<file path="src/rtl/parity_stream_pkg.sv">
// Shared constants and types for the lane-parity stream block.
package parity_stream_pkg;

    localparam logic PAR_EVEN = 1'b0;
    localparam logic PAR_ODD  = 1'b1;

    // Flag vector sized for the default 4-lane configuration.
    localparam int LANES_DEF = 4;
    typedef logic [LANES_DEF-1:0] lane_flags_t;

    function automatic int lane_w(input int data_w, input int lanes);
        return data_w / lanes;
    endfunction

endpackage

</file>
<file path="src/rtl/parity_lane_calc.sv">
// Combinational XOR-reduction parity for one lane, even or odd sense.
module parity_lane_calc
    import parity_stream_pkg::*;
#(
    parameter int LW = 8
) (
    input  logic [LW-1:0] lane_data_i,
    input  logic          odd_mode_i,
    output logic          par_o
);

    assign par_o = (^lane_data_i) ^ (odd_mode_i == PAR_ODD);

endmodule

</file>
<file path="src/rtl/parity_stream_lanes.sv">
// Per-lane parity generate/check on a valid/ready stream with one register stage.
// Optional saturating error-beat counter enabled by PARITY_STREAM_ERR_CNT_EN.
module parity_stream_lanes
    import parity_stream_pkg::*;
#(
    parameter int DATA_W = 32,
    parameter int LANES  = 4,
    parameter int CNT_W  = 8
) (
    input  logic              clk,
    input  logic              rst_n,
    input  logic              odd_mode,
    input  logic              chk_en,
    input  logic              s_valid,
    output logic              s_ready,
    input  logic [DATA_W-1:0] s_data,
    input  logic [LANES-1:0]  s_par,
    output logic              m_valid,
    input  logic              m_ready,
    output logic [DATA_W-1:0] m_data,
    output logic [LANES-1:0]  m_par,
    output logic [LANES-1:0]  m_err,
    output logic              err_sticky,
`ifdef PARITY_STREAM_ERR_CNT_EN
    output logic [CNT_W-1:0]  err_cnt,
`endif
    input  logic              err_clr
);

    localparam int LW = lane_w(DATA_W, LANES);

    if ((DATA_W % LANES) != 0 || CNT_W < 1) begin : g_bad_cfg
        $error("parity_stream_lanes: DATA_W must be a multiple of LANES and CNT_W >= 1");
    end

    logic [LANES-1:0]  par_calc;
    logic [LANES-1:0]  err_next;
    logic              accept;
    logic              out_fire;
    logic              beat_err;

    logic              m_valid_q, m_valid_d;
    logic [DATA_W-1:0] m_data_q,  m_data_d;
    logic [LANES-1:0]  m_par_q,   m_par_d;
    logic [LANES-1:0]  m_err_q,   m_err_d;
    logic              sticky_q,  sticky_d;

    for (genvar k = 0; k < LANES; k++) begin : g_lane
        parity_lane_calc #(.LW(LW)) u_calc (
            .lane_data_i (s_data[k*LW +: LW]),
            .odd_mode_i  (odd_mode),
            .par_o       (par_calc[k])
        );
    end

    assign s_ready  = !m_valid_q || m_ready;
    assign accept   = s_valid && s_ready;
    assign out_fire = m_valid_q && m_ready;
    assign err_next = chk_en ? (par_calc ^ s_par) : '0;
    assign beat_err = accept && (|err_next);

    always_comb begin
        m_valid_d = m_valid_q;
        m_data_d  = m_data_q;
        m_par_d   = m_par_q;
        m_err_d   = m_err_q;
        sticky_d  = sticky_q;
        if (accept) begin
            m_valid_d = 1'b1;
            m_data_d  = s_data;
            m_par_d   = par_calc;
            m_err_d   = err_next;
        end else if (out_fire) begin
            m_valid_d = 1'b0;
        end
        // A new error on the same edge as a clear leaves the flag set.
        if (beat_err) begin
            sticky_d = 1'b1;
        end else if (err_clr) begin
            sticky_d = 1'b0;
        end
    end

    always_ff @(posedge clk) begin
        if (!rst_n) begin
            m_valid_q <= 1'b0;
            m_data_q  <= '0;
            m_par_q   <= '0;
            m_err_q   <= '0;
            sticky_q  <= 1'b0;
        end else begin
            m_valid_q <= m_valid_d;
            m_data_q  <= m_data_d;
            m_par_q   <= m_par_d;
            m_err_q   <= m_err_d;
            sticky_q  <= sticky_d;
        end
    end

    assign m_valid    = m_valid_q;
    assign m_data     = m_data_q;
    assign m_par      = m_par_q;
    assign m_err      = m_err_q;
    assign err_sticky = sticky_q;

`ifdef PARITY_STREAM_ERR_CNT_EN
    logic [CNT_W-1:0] cnt_q, cnt_d, cnt_base;

    // Clear first, then increment, so clear plus error yields 1.
    always_comb begin
        cnt_base = err_clr ? '0 : cnt_q;
        cnt_d    = cnt_base;
        if (beat_err && (cnt_base != {CNT_W{1'b1}})) begin
            cnt_d = cnt_base + 1'b1;
        end
    end

    always_ff @(posedge clk) begin
        if (!rst_n) begin
            cnt_q <= '0;
        end else begin
            cnt_q <= cnt_d;
        end
    end

    assign err_cnt = cnt_q;
`endif

endmodule

</file>
<file path="config.mk">
export PLATFORM = sky130hd
export DESIGN_NAME = parity_stream_lanes
export DESIGN_NICKNAME = d
export VERILOG_FILES = /design/src/rtl/parity_stream_pkg.sv /design/src/rtl/parity_lane_calc.sv /design/src/rtl/parity_stream_lanes.sv
export SDC_FILE = /design/constraint.sdc
export NUM_CORES = 1
export LEC_CHECK = 0
export ABC_AREA = 1
export BUFFER_PORTS_ARGS = -buffer_cell sky130_fd_sc_hd__buf_2
export CAP_MARGIN = 20
export CORE_MARGIN = 2
export CORE_UTILIZATION = 30
export CTS_CLUSTER_SIZE = 24
export DETAILED_ROUTE_END_ITERATION = 16
export PLACE_DENSITY_LB_ADDON = 0.1
export SLEW_MARGIN = 20
export SYNTH_ARGS = -nofsm -noshare
export SYNTH_HDL_FRONTEND = slang
export SYNTH_SLANG_ARGS = --single-unit
</file>
<file path="constraint.sdc">
create_clock -name clk -period 1.1 [get_ports clk]
set_clock_uncertainty 0.05 [all_clocks]
set_input_delay 0.11 -clock clk [delete_from_list [all_inputs] [get_ports clk]]
set_output_delay 0.11 -clock clk [all_outputs]
set_load 0.1 [all_outputs]
</file>
==> run_results.csv <==
group,metric,value,unit
clock_network,clk_pin_slew,0.09,ns
routing,wl_per_cell,12.0,um
status,violations,"setup timing",
global_routing,grt_max_degree,42,
placement,place_congestion,0.719,
status,outcome,"finished with violations",
logic_synthesis,synth-seq-cells,42,
logic_synthesis,synth.area.top_cells,"dfxtp_1 (41%), nand2_1 (14%), o21ai_0 (9.8%)",
clock_network,numCtsBuffers,5,
critical_path,endpoint_kind,"primary output",
clock_network,cts_max_level,2,
logic_synthesis,synth_seq_area_share,41.0,%
finish,fin_nets,466,
logic_synthesis,ys_warn_count,0,
finish,nFillCells,622,
global_routing,grt_pass1_wl,9530,um
finish,final_cell_mix,"nand2_1 (72), buf_12 (47), buf_2 (41), dfxtp_1 (36), inv_1 (34)",
global_routing,grtUsageTotal,15.9,%
min_path,hp-class,"input port to flip-flop",
logic_synthesis,synth_top_area_share,41.0,%
global_routing,antenna_found_initial,0,
job,cap_violations,0,
routing,drtAntennaViolNets,0,
clock_network,cts_root_buf,"clkbuf_8",
logic_synthesis,synth.avg_cell_area,6.71,sq um
clock_network,tritoncts,"yes",
critical_path,setup.worst_path.start_class,"flip-flop",
timing,slew-limit-headroom,85.5,%
routing,num_vias,2271,
timing,tightest_slew,0.216,ns
timing,rsz0062_at_grt,"yes",
clock_network,clockBufferDepth,2,
logic_synthesis,yosysUniqueCellTypes,18,
finish,diodes,0,
power_and_ir_drop,power_density,1490,nW/um^2
logic_synthesis,synth_area_leader_cell,"dfxtp_1",
floorplanning,dieArea,7520,sq um
critical_path,crit_arrival,1.01,ns
timing,fmax,856,MHz
routing,vias_per_cell,4.51,
finish,final_common_cell,"nand2_1",
critical_path,crit_type,"flip-flop to primary output",
timing,finalCritPeriodShare,106,%
routing,drt-pass1-iter-count,4,
finish,area_growth,86.7,%
global_routing,first_global_vias,2114,
global_routing,gr-total-overflow,0,
timing,setup_viol,3,
timing,layout_setup_ws,-0.0676,ns
routing,first_iter_violations,57,
floorplanning,die_y,86.7,um
clock_network,numClockSinks,42,
floorplanning,initial_core_util,30.6,%
floorplanning,rows,30,
timing,timing.setup.tns,-0.0941,ns
timing,slew_violations,0,
power_and_ir_drop,p_leak,1.89,nW
clock_network,hold_buffers,0,
critical_path,cp_max_fo,2,
placement,io_buffers,85,
logic_synthesis,syn_inst,306,
placement,dp_slack,-0.366,ns
floorplanning,die_w,86.7,um
routing,drc,0,
floorplanning,ios,86,
finish,postLayoutCellArea,3830,sq um
placement,place_area,3500,sq um
placement,dpl.hpwl,4310,um
floorplanning,core,6720,sq um
routing,wirelength,6040,um
clock_network,insertion_delay,0.29,ns
timing,final_hold_viol_count,0,
timing,whs,0.0322,ns
timing,period_needed,1.17,ns
power_and_ir_drop,peakVddDrop,0.000865,V
critical_path,required,0.94,ns
logic_synthesis,synth_fp_nets,349,
logic_synthesis,synth_area,2050,sq um
finish,drive_above_1_share,39.4,%
==> synthesized netlist by cell type (all sizes together) <==
| cell type | number |
|---|---|
| xnor2 | 6 |
| nand2 | 82 |
| buf | 5 |
| o21ai | 41 |
| dfxtp | 42 |
| inv | 36 |
| a21oi | 28 |
| clkbuf | 7 |
| nand3 | 22 |
| nand3b | 2 |
| nor2 | 28 |
| xor2 | 7 |
==> cell type report <==
type	instances	area [sq um]	share of cell area (%)
clock inverter	2	60.1	1.57
multi-input combinational	216	1110	29.0
timing repair buffer	122	1480	38.6
clock buffer	6	82.6	2.15
inverter	36	148	3.85
sequential	42	851	22.2
tap	80	100	2.61
==> layer usage <==
metal	wire (um)	global-route usage, %	vias up
li1	-	-	1210
met1	2650	18.8	1005
met2	3030	28.3	51
met3	309	4.29	5
met4	48	4.12	0
met5	0	0	-
==> kinds of logic after synthesis <==
group	Yosys count	synth area share (%)
compound gates	69	16.8
simple gates	134	27.7
buf+inv	48	9.02
flops	42	41.0
xor+xnor	13	5.55
==> path summary, 6_finish.rpt <==
kind                                  from         end  slack (ns)  cells after the start
worst min-delay path             s_data[8]   m_data[8]        0.03                      3
worst max-delay path               m_valid     s_ready       -0.07                      3
worst max register to register     m_valid  m_data[13]           0                      6
worst min register to register  m_data[20]  m_data[20]        0.47                      2
==> worst max-delay path, stage by stage (launching register included) <==
cell,delay (ns)
dfxtp_4,0.39
nand2_8,0.05
buf_6,0.12
buf_12,0.15
==> power by group <==
group | total [mW] | switching (mW) | internal, mW
Clock | 1.53 | 0.563 | 0.969
Sequential | 1.80 | 0.147 | 1.65
Combinational | 2.38 | 1.46 | 0.921
Total | 5.71 | 2.17 | 3.54
==> registers in the layout, indices dropped and copies added (netlist names) <==
register and count:
m_err 4, m_par 4, m_data 32, err_sticky 1
m_valid 1
==> stage by stage <==
step	power, mW	util [%]	cells
6_report	5.71	57.1	504
4_1_cts	5.66	54.4	500
3_3_place_gp	4.08	52.1	492
5_1_grt	5.98	57.1	504
2_1_floorplan	3.14	-	306
3_5_place_dp	4.10	52.1	492
==> what timing repair did <==
item,CTS,global route
buffers inserted,0,0
cloned,0,4
gates resized for setup,6,56
hold endpoints to repair,0,0
setup endpoints to repair,26,39
pin swaps,0,0
(Power assumes the default switching activity.)
